<file path="config.mk">
export PLATFORM = sky130hd
export DESIGN_NAME = vlsu_req_arbiter
export DESIGN_NICKNAME = d
export VERILOG_FILES = /design/src/rtl/vlsu_req_arbiter.sv
export SDC_FILE = /design/constraint.sdc
export NUM_CORES = 1
export LEC_CHECK = 0
export CAP_MARGIN = 20
export CORE_AREA = 3 3 62 79
export DETAILED_ROUTE_END_ITERATION = 12
export DIE_AREA = 0 0 65 82
export GPL_TIMING_DRIVEN = 0
export PLACE_DENSITY_LB_ADDON = 0.12
export SLEW_MARGIN = 15
export SYNTH_ARGS = -nofsm -noshare
export SYNTH_HDL_FRONTEND = slang
export SYNTH_SLANG_ARGS = --single-unit
</file>
<file path="constraint.sdc">
create_clock -name clk_i -period 6.96 [get_ports clk_i]
set_clock_uncertainty 0.1 [all_clocks]
set_input_delay 0.696 -clock clk_i [delete_from_list [all_inputs] [get_ports clk_i]]
set_output_delay 0.696 -clock clk_i [all_outputs]
set_load 0.01 [all_outputs]
</file>
<file path="src/rtl/vlsu_req_arbiter.sv">
// vlsu_req_arbiter: shares the single fragmenter request port between the load and store requesters.
// Optional starvation guard enabled by defining RIVA_REQ_ARB_STARVE_EN.
package vlsu_req_arbiter_pkg;
    typedef struct packed {
        logic        isLoad;
        logic [31:0] addr;
        logic [7:0]  len;
    } vlsu_req_default_t;
endpackage

module vlsu_req_arbiter #(
    parameter type         vlsu_req_t     = vlsu_req_arbiter_pkg::vlsu_req_default_t,
    parameter int unsigned MaxOutstanding = 4,
    parameter int unsigned StarveLimit    = 8,
    localparam int unsigned CntW          = $clog2(MaxOutstanding + 1)
) (
    input  logic            clk_i,
    input  logic            rst_ni,
    input  logic            ld_req_valid_i,
    output logic            ld_req_ready_o,
    input  vlsu_req_t       ld_req_i,
    input  logic            st_req_valid_i,
    output logic            st_req_ready_o,
    input  vlsu_req_t       st_req_i,
    output logic            req_valid_o,
    input  logic            req_ready_i,
    output vlsu_req_t       req_o,
    input  logic            req_done_i,
    output logic            dir_o,
    output logic [CntW-1:0] outstanding_o,
    output logic            err_o,
    output logic [1:0]      state_o
);

    typedef enum logic [1:0] {
        S_IDLE   = 2'd0,
        S_ACTIVE = 2'd1,
        S_DRAIN  = 2'd2
    } state_e;

    state_e          state_r;
    logic            dir_r;
    logic            last_ld_r;
    logic [CntW-1:0] count_r;
    logic            err_r;

    logic pick_ld;
    logic grant_ok;
    logic sel_valid;
    logic hs;
    logic hold;
    logic dir_valid;
    logic other_valid;
    logic starve;

    // In idle the side is chosen from the valids; otherwise the registered direction rules.
    always_comb begin
        pick_ld = dir_r;
        if (state_r == S_IDLE) begin
            pick_ld = last_ld_r ? ~st_req_valid_i : ld_req_valid_i;
        end
    end

    assign grant_ok       = (state_r != S_DRAIN) && (count_r < CntW'(MaxOutstanding));
    assign sel_valid      = pick_ld ? ld_req_valid_i : st_req_valid_i;
    assign req_valid_o    = sel_valid & grant_ok;
    assign ld_req_ready_o = req_ready_i & grant_ok & pick_ld;
    assign st_req_ready_o = req_ready_i & grant_ok & ~pick_ld;

    always_comb begin
        req_o        = pick_ld ? ld_req_i : st_req_i;
        req_o.isLoad = pick_ld;
    end

    assign hs          = req_valid_o & req_ready_i;
    // A presented but unaccepted request pins the state so it is never dropped.
    assign hold        = req_valid_o & ~req_ready_i;
    assign dir_valid   = dir_r ? ld_req_valid_i : st_req_valid_i;
    assign other_valid = dir_r ? st_req_valid_i : ld_req_valid_i;

`ifdef RIVA_REQ_ARB_STARVE_EN
    localparam int unsigned WaitW = $clog2(StarveLimit + 1);
    logic [WaitW-1:0] ld_wait_r;
    logic [WaitW-1:0] st_wait_r;

    assign starve = (dir_r ? st_wait_r : ld_wait_r) >= WaitW'(StarveLimit);

    always_ff @(posedge clk_i or negedge rst_ni) begin
        if (!rst_ni) begin
            ld_wait_r <= '0;
            st_wait_r <= '0;
        end else begin
            if (hs && pick_ld) begin
                ld_wait_r <= '0;
            end else if (ld_req_valid_i && (ld_wait_r < WaitW'(StarveLimit))) begin
                ld_wait_r <= ld_wait_r + 1'b1;
            end
            if (hs && !pick_ld) begin
                st_wait_r <= '0;
            end else if (st_req_valid_i && (st_wait_r < WaitW'(StarveLimit))) begin
                st_wait_r <= st_wait_r + 1'b1;
            end
        end
    end
`else
    assign starve = 1'b0;
`endif

    // Done at zero is an error and leaves the count alone; inc and dec together cancel.
    always_ff @(posedge clk_i or negedge rst_ni) begin
        if (!rst_ni) begin
            count_r <= '0;
            err_r   <= 1'b0;
        end else begin
            if (req_done_i && (count_r == '0)) begin
                err_r <= 1'b1;
            end
            if (hs && !(req_done_i && (count_r != '0))) begin
                count_r <= count_r + 1'b1;
            end else if (!hs && req_done_i && (count_r != '0)) begin
                count_r <= count_r - 1'b1;
            end
        end
    end

    always_ff @(posedge clk_i or negedge rst_ni) begin
        if (!rst_ni) begin
            state_r   <= S_IDLE;
            dir_r     <= 1'b1;
            last_ld_r <= 1'b0;
        end else begin
            if (hs) begin
                last_ld_r <= pick_ld;
            end
            case (state_r)
                S_IDLE: begin
                    if (ld_req_valid_i || st_req_valid_i) begin
                        dir_r   <= pick_ld;
                        state_r <= S_ACTIVE;
                    end
                end
                S_ACTIVE: begin
                    if (starve && !hold) begin
                        state_r <= S_DRAIN;
                    end else if (!dir_valid && other_valid) begin
                        state_r <= S_DRAIN;
                    end else if ((count_r == '0) && !ld_req_valid_i && !st_req_valid_i) begin
                        state_r <= S_IDLE;
                    end
                end
                S_DRAIN: begin
                    if (count_r == '0) begin
                        dir_r   <= ~dir_r;
                        state_r <= S_ACTIVE;
                    end
                end
                default: state_r <= S_IDLE;
            endcase
        end
    end

    assign dir_o         = dir_r;
    assign outstanding_o = count_r;
    assign err_o         = err_r;
    assign state_o       = state_r;

endmodule

</file>
==> impl_metrics.env, run 1 <==
export IMPL_status="complete, no violations"
export IMPL_synth_ff_type="dfrtp_1"
export IMPL_r2r_setup_slack_ns=4.34
export IMPL_relSlewSlack_pct=73.7
export IMPL_firstDrtPassIters=4
export IMPL_grt_pass1_wl_um=7530
export IMPL_worstSetupPathType="in -> out"
export IMPL_wl_per_cell_um=16.4
export IMPL_syn_nets=201
export IMPL_htree_num_levels=1
export IMPL_setup_tns_final_ns=0
export IMPL_core_um2=4290
export IMPL_rows=27
export IMPL_worstSetupStartpointType="input pin"
export IMPL_clock_sinks=8
export IMPL_power_leakage_nw=1.15
export IMPL_synth_distinct_cells=38
export IMPL_start_util_pct=29.4
export IMPL_fin_crit_ns=3.56
export IMPL_maxCapViolations=0
export IMPL_ys_seq_elements=8
export IMPL_gp_congestion=0.803
export IMPL_synth_most_common_cell="mux2_4"
export IMPL_die_h_um=82
export IMPL_synthCells=112
export IMPL_drc_errors=0
export IMPL_crit_fanout=10
export IMPL_min_path_type="reg -> reg"
export IMPL_grt_use_total_pct=18.4
export IMPL_grt_max_degree=11
export IMPL_max_freq_mhz=281
export IMPL_drive_above_1_share_pct=23.8
export IMPL_end_kind="output port"
export IMPL_drtIter0Drc=31
export IMPL_synth_top_area_cell="mux2_4"
export IMPL_grt_util_met1_pct=21.8
export IMPL_cp_data_arrival_time_ns=2.77
export IMPL_synth_edff_count=0
export IMPL_rsz0062_at_grt="false"
export IMPL_stdcell_area_um2=2740
export IMPL_crit_required_ns=6.16
export IMPL_portBuffers=136
export IMPL_ir_worst_vdd_mv=0.188
export IMPL_vias_per_cell=4.47
export IMPL_hold_buffers=0
export IMPL_yosys_warnings=0
export IMPL_grt_overflow=0
export IMPL_antenna_found_initial=0
export IMPL_worst_slew_pin_slew_ns=0.394
export IMPL_dp_hpwl_um=4490
export IMPL_vias=1386
export IMPL_total_power_mw=1.04
export IMPL_final_setup_viol_count=0
export IMPL_top_usage_layer="met2"
export IMPL_drt_wl_total_um=5080
export IMPL_avgSynthCellArea_um2=11.2
export IMPL_p_per_area_nw_per_um2=378
export IMPL_ys_seq_area_share_pct=16.0
export IMPL_synth_commonest_cells="38 x mux2_4, 7 x buf_6, 7 x dfrtp_1, 6 x nor2_1"
export IMPL_use_met3_pct=3.97
export IMPL_yosys_top_cells_area="mux2_4 45%, dfrtp_1 14%, buf_6 6.3%"
export IMPL_slew_viol_final=0
export IMPL_drtAntennaViolNets=0
export IMPL_finalNetCount=342
export IMPL_synth_area_um2=1260
export IMPL_numCtsBuffers=3
export IMPL_finalHoldViolCount=0
export IMPL_met2_usage_pct=33.5
export IMPL_area_growth_pct=117
export IMPL_cts_tree="yes"
export IMPL_postCtsSetupRepairBufs=0
export IMPL_placed_cell_area_um2=2690
export IMPL_ctsRootBufferMaster="clkbuf_8"
export IMPL_cts_path_max_buffers=2
export IMPL_dieArea_um2=5330
export IMPL_finalCritPeriodShare_pct=51.2
export IMPL_cts_resized=0
export IMPL_ys_async_sr_fraction_pct=100
export IMPL_antennaDiodeCount=0
export IMPL_clkTransAtPathRegs_ns=0.04
export IMPL_ios=139
export IMPL_dieWidth_um=65
export IMPL_grt_pass1_vias=1330
export IMPL_synth_top_area_share_pct=45.3
export IMPL_clock_latency_ns=0.23
[placed cells by master, fill, tap and decap left out, types with 2 or more instances in the layout]
cell type,n
a211oi_1,2
dfrtp_1,7
mux2i_1,2
inv_1,2
clkbuf_8,3
o21ai_0,4
buf_6,7
o21ai_1,2
nor3b_1,2
mux2_1,2
nand2b_1,3
nor2_1,6
a21oi_1,4
clkdlybuf4s50_1,136
and2_4,2
o211ai_1,2
mux2_4,38
o311a_1,2
a21o_1,2
nand2_1,3
[worst max-delay path, stage by stage]
cell	delay (ns)
clkdlybuf4s50_1	0.56
inv_1	0.09
mux2i_1	0.14
a21o_1	0.15
buf_6	0.13
buf_6	0.18
mux2_4	0.31
clkdlybuf4s50_1	0.50
[power breakdown]
part           internal, mW  switching (mW)
clock network        0.0397          0.0184
logic                 0.551           0.329
registers            0.0696          0.0291
[kinds of logic (layout without fill, tap and decap cells)]
kind of cell,after synthesis,in the layout,share of synthesized area (%)
AO/OA/AOI/OAI,22,22,11.9
XOR/XNOR,2,2,1.39
adder cells (fa/ha/maj),1,1,1.59
buffers and inverters,12,152,8.14
flip-flops,8,8,16.0
multiplexers,43,43,49.8
AND/OR/NAND/NOR,24,24,11.2
[metal layers]
metal  share of wire [%]  wire length (µm)
met1                  41              2070
met2                  50              2560
met3                 8.0               405
met4                0.75                38
met5                   0                 0
[final cells by class]
type                    count  area, µm²
plain buffers               9       91.3
well taps                  58       72.6
flip-flops and latches      8        201
clock buffers               4       45.0
fillers                   376       1550
inverters                   3       11.3
repair buffers            136       1360
multi-input cells          92        956
[metrics by stage]
step | setup WS (ns) | hold WS, ns | cells | util [%]
after floorplan | 4.49 | 0.300 | 112 | -
after global placement | 3.41 | 0.342 | 306 | 62.8
after detailed placement | 3.39 | 0.351 | 306 | 62.8
after CTS | 3.39 | 0.361 | 310 | 63.8
after global routing | 3.28 | 0.392 | 310 | 63.8
final | 3.40 | 0.357 | 310 | 63.8
[flip-flops by register name (all words and copies together), names as in the netlist]
register       flops
outstanding_o      3
dir_o              1
state_o            2
last_ld_r          1
err_o              1
[path summary, 6_finish.rpt]
| kind | cells past startpoint | endpoint | startpoint |
|---|---|---|---|
| min | 1 | err_o | err_o |
| max | 8 | req_o[17] | st_req_valid_i |
| max in group asynchronous | 1 | dir_o | rst_ni |
| min reg2reg | 1 | err_o | err_o |
| min in group asynchronous | 1 | last_ld_r | rst_ni |
| max reg2reg | 9 | outstanding_o[1] | dir_o |
(Power assumes the default switching activity.)
==> inputs of run 2 (changes only) <==
--- a/config.mk
+++ b/config.mk
@@ -6,9 +6,9 @@
 export NUM_CORES = 1
 export LEC_CHECK = 0
 export CAP_MARGIN = 20
-export CORE_AREA = 3 3 62 79
+export CORE_AREA = 3 3 64 81
 export DETAILED_ROUTE_END_ITERATION = 12
-export DIE_AREA = 0 0 65 82
+export DIE_AREA = 0 0 67 84
 export GPL_TIMING_DRIVEN = 0
 export PLACE_DENSITY_LB_ADDON = 0.12
 export SLEW_MARGIN = 15
==> constraint.sdc (replaced) <==
create_clock -name clk_i -period 3.7 [get_ports clk_i]
set_clock_uncertainty 0.1 [all_clocks]
set_input_delay 0.37 -clock clk_i [delete_from_list [all_inputs] [get_ports clk_i]]
set_output_delay 0.37 -clock clk_i [all_outputs]
set_load 0.01 [all_outputs]
==> impl_metrics.env, run 2 (synthesized netlist as in run 1, its figures left out) <==
export IMPL_numCtsBuffers=3
export IMPL_hold_worst_slack_ns=0.332
export IMPL_largest_reg_flops=3
export IMPL_htree_num_levels=1
export IMPL_area_growth_pct=117
export IMPL_status="complete, no violations"
export IMPL_dp_cells=306
export IMPL_worstSetupPathType="in -> out"
export IMPL_grt_util_met1_pct=19.4
export IMPL_cpPeakStageDelay_ns=0.55
export IMPL_finalHoldViolCount=0
export IMPL_setup_tns_final_ns=0
export IMPL_gp_congestion=0.818
export IMPL_grt_max_degree=11
export IMPL_maxCapViolations=0
export IMPL_p_per_area_nw_per_um2=708
export IMPL_grt_use_total_pct=16.8
export IMPL_fillers=406
export IMPL_start_util_pct=28.3
export IMPL_fin_crit_ns=2.88
export IMPL_hold_buffers=0
export IMPL_wl_per_cell_um=15.5
export IMPL_ios=139
export IMPL_end_kind="output port"
export IMPL_clock_sinks=8
export IMPL_critPathTopFamily="buffers and inverters"
export IMPL_mostFrequentLayoutCell="clkdlybuf4s50_1"
export IMPL_antenna_found_initial=0
export IMPL_grt_overflow=0
export IMPL_drtAntennaViolNets=0
export IMPL_r2r_setup_slack_ns=1.14
export IMPL_die_h_um=84
export IMPL_layout_common_cells="136 x clkdlybuf4s50_1, 38 x mux2_4, 7 x buf_6, 7 x dfrtp_1, 6 x nor2_1"
export IMPL_finalNetCount=342
export IMPL_stdcell_area_um2=2740
export IMPL_crit_fanout=10
export IMPL_postCtsSetupRepairBufs=0
export IMPL_power_leakage_nw=1.15
export IMPL_grt_pass1_wl_um=7310
export IMPL_drc_errors=0
export IMPL_ff2ff_path_depth=9
export IMPL_portBuffers=136
export IMPL_multi_input_area_um2=956
export IMPL_placed_cell_area_um2=2690
export IMPL_path_cells="clkdlybuf4s50_1, inv_1, mux2i_1, a21o_1, buf_6, buf_6, mux2_4, clkdlybuf4s50_1"
export IMPL_dieArea_um2=5630
export IMPL_clock_latency_ns=0.24
export IMPL_seqCellArea_um2=201
export IMPL_top_usage_layer="met2"
export IMPL_drt_wl_total_um=4800
export IMPL_slew_viol_final=0
export IMPL_use_met3_pct=4.72
export IMPL_finalCritPeriodShare_pct=77.7
export IMPL_dp_hpwl_um=4170
export IMPL_dieWidth_um=67
export IMPL_met2_usage_pct=28.4
export IMPL_rows=27
export IMPL_max_freq_mhz=348
export IMPL_rsz0062_at_grt="false"
export IMPL_clkTransAtPathRegs_ns=0.04
export IMPL_vias_per_cell=4.56
export IMPL_min_path_type="in -> async"
export IMPL_core_um2=4460
export IMPL_crit_required_ns=3.23
export IMPL_antennaDiodeCount=0
export IMPL_cts_tree="yes"
export IMPL_vias=1413
export IMPL_cp_slowest_cell="clkdlybuf4s50_1"
export IMPL_fin_cells=310
export IMPL_ctsRootBufferMaster="clkbuf_8"
export IMPL_final_setup_viol_count=0
export IMPL_cp_data_arrival_time_ns=2.41
export IMPL_ir_worst_vdd_mv=0.392
export IMPL_setup_slack_ns=0.824
export IMPL_drtIter0Drc=24
export IMPL_relSlewSlack_pct=72.8
export IMPL_drive_above_1_share_pct=23.8
export IMPL_firstDrtPassIters=4
export IMPL_pre_cts_ws_ns=0.798
export IMPL_cts_path_max_buffers=2
export IMPL_path_buf_inv=5
export IMPL_worst_slew_pin_slew_ns=0.407
export IMPL_cts_resized=0
export IMPL_r2r_end="outstanding_o[1]"
export IMPL_worstSetupStartpointType="input pin"
export IMPL_r2r_start="dir_o"
export IMPL_grt_pass1_vias=1342
## run 2: how the worst max path moves through the flow
stage	start	end	cells past startpoint
after global routing	st_req_valid_i	req_o[22]	8
after floorplan	dir_o	outstanding_o[1]	9
final	st_req_valid_i	req_o[16]	8
after CTS	st_req_valid_i	req_o[18]	8
after detailed placement	st_req_valid_i	req_o[18]	8
after global placement	st_req_valid_i	req_o[16]	8
## run 2: metal layers
metal  routed length [µm]  up-vias
met5                    0        -
met4                  115        0
met3                  593        9
met2                 2360       85
met1                 1730      628
li1                     -      691
## run 2: layout make-up
type	count	share of cell area, %
Timing Repair Buffer	136	49.7
Multi-Input combinational cell	92	34.9
Sequential cell	8	7.35
Buffer	9	3.33
Tap cell	58	2.65
Clock buffer	4	1.64
Inverter	3	0.411
## run 2: power by group
part	total (mW)	internal (mW)	leakage [nW]	switching [mW]
combinational	1.64	1.04	1.03	0.607
clock	0.113	0.0750	0.0228	0.0384
sequential	0.181	0.131	0.0886	0.0505
total	1.94	1.24	1.15	0.696
## run 2: per-stage QoR
step	total power [mW]	utilization, %
after floorplan	1.18	-
after global placement	1.84	60.4
after detailed placement	1.84	60.4
after CTS	1.97	61.4
after global routing	2.07	61.4
final	1.94	61.4
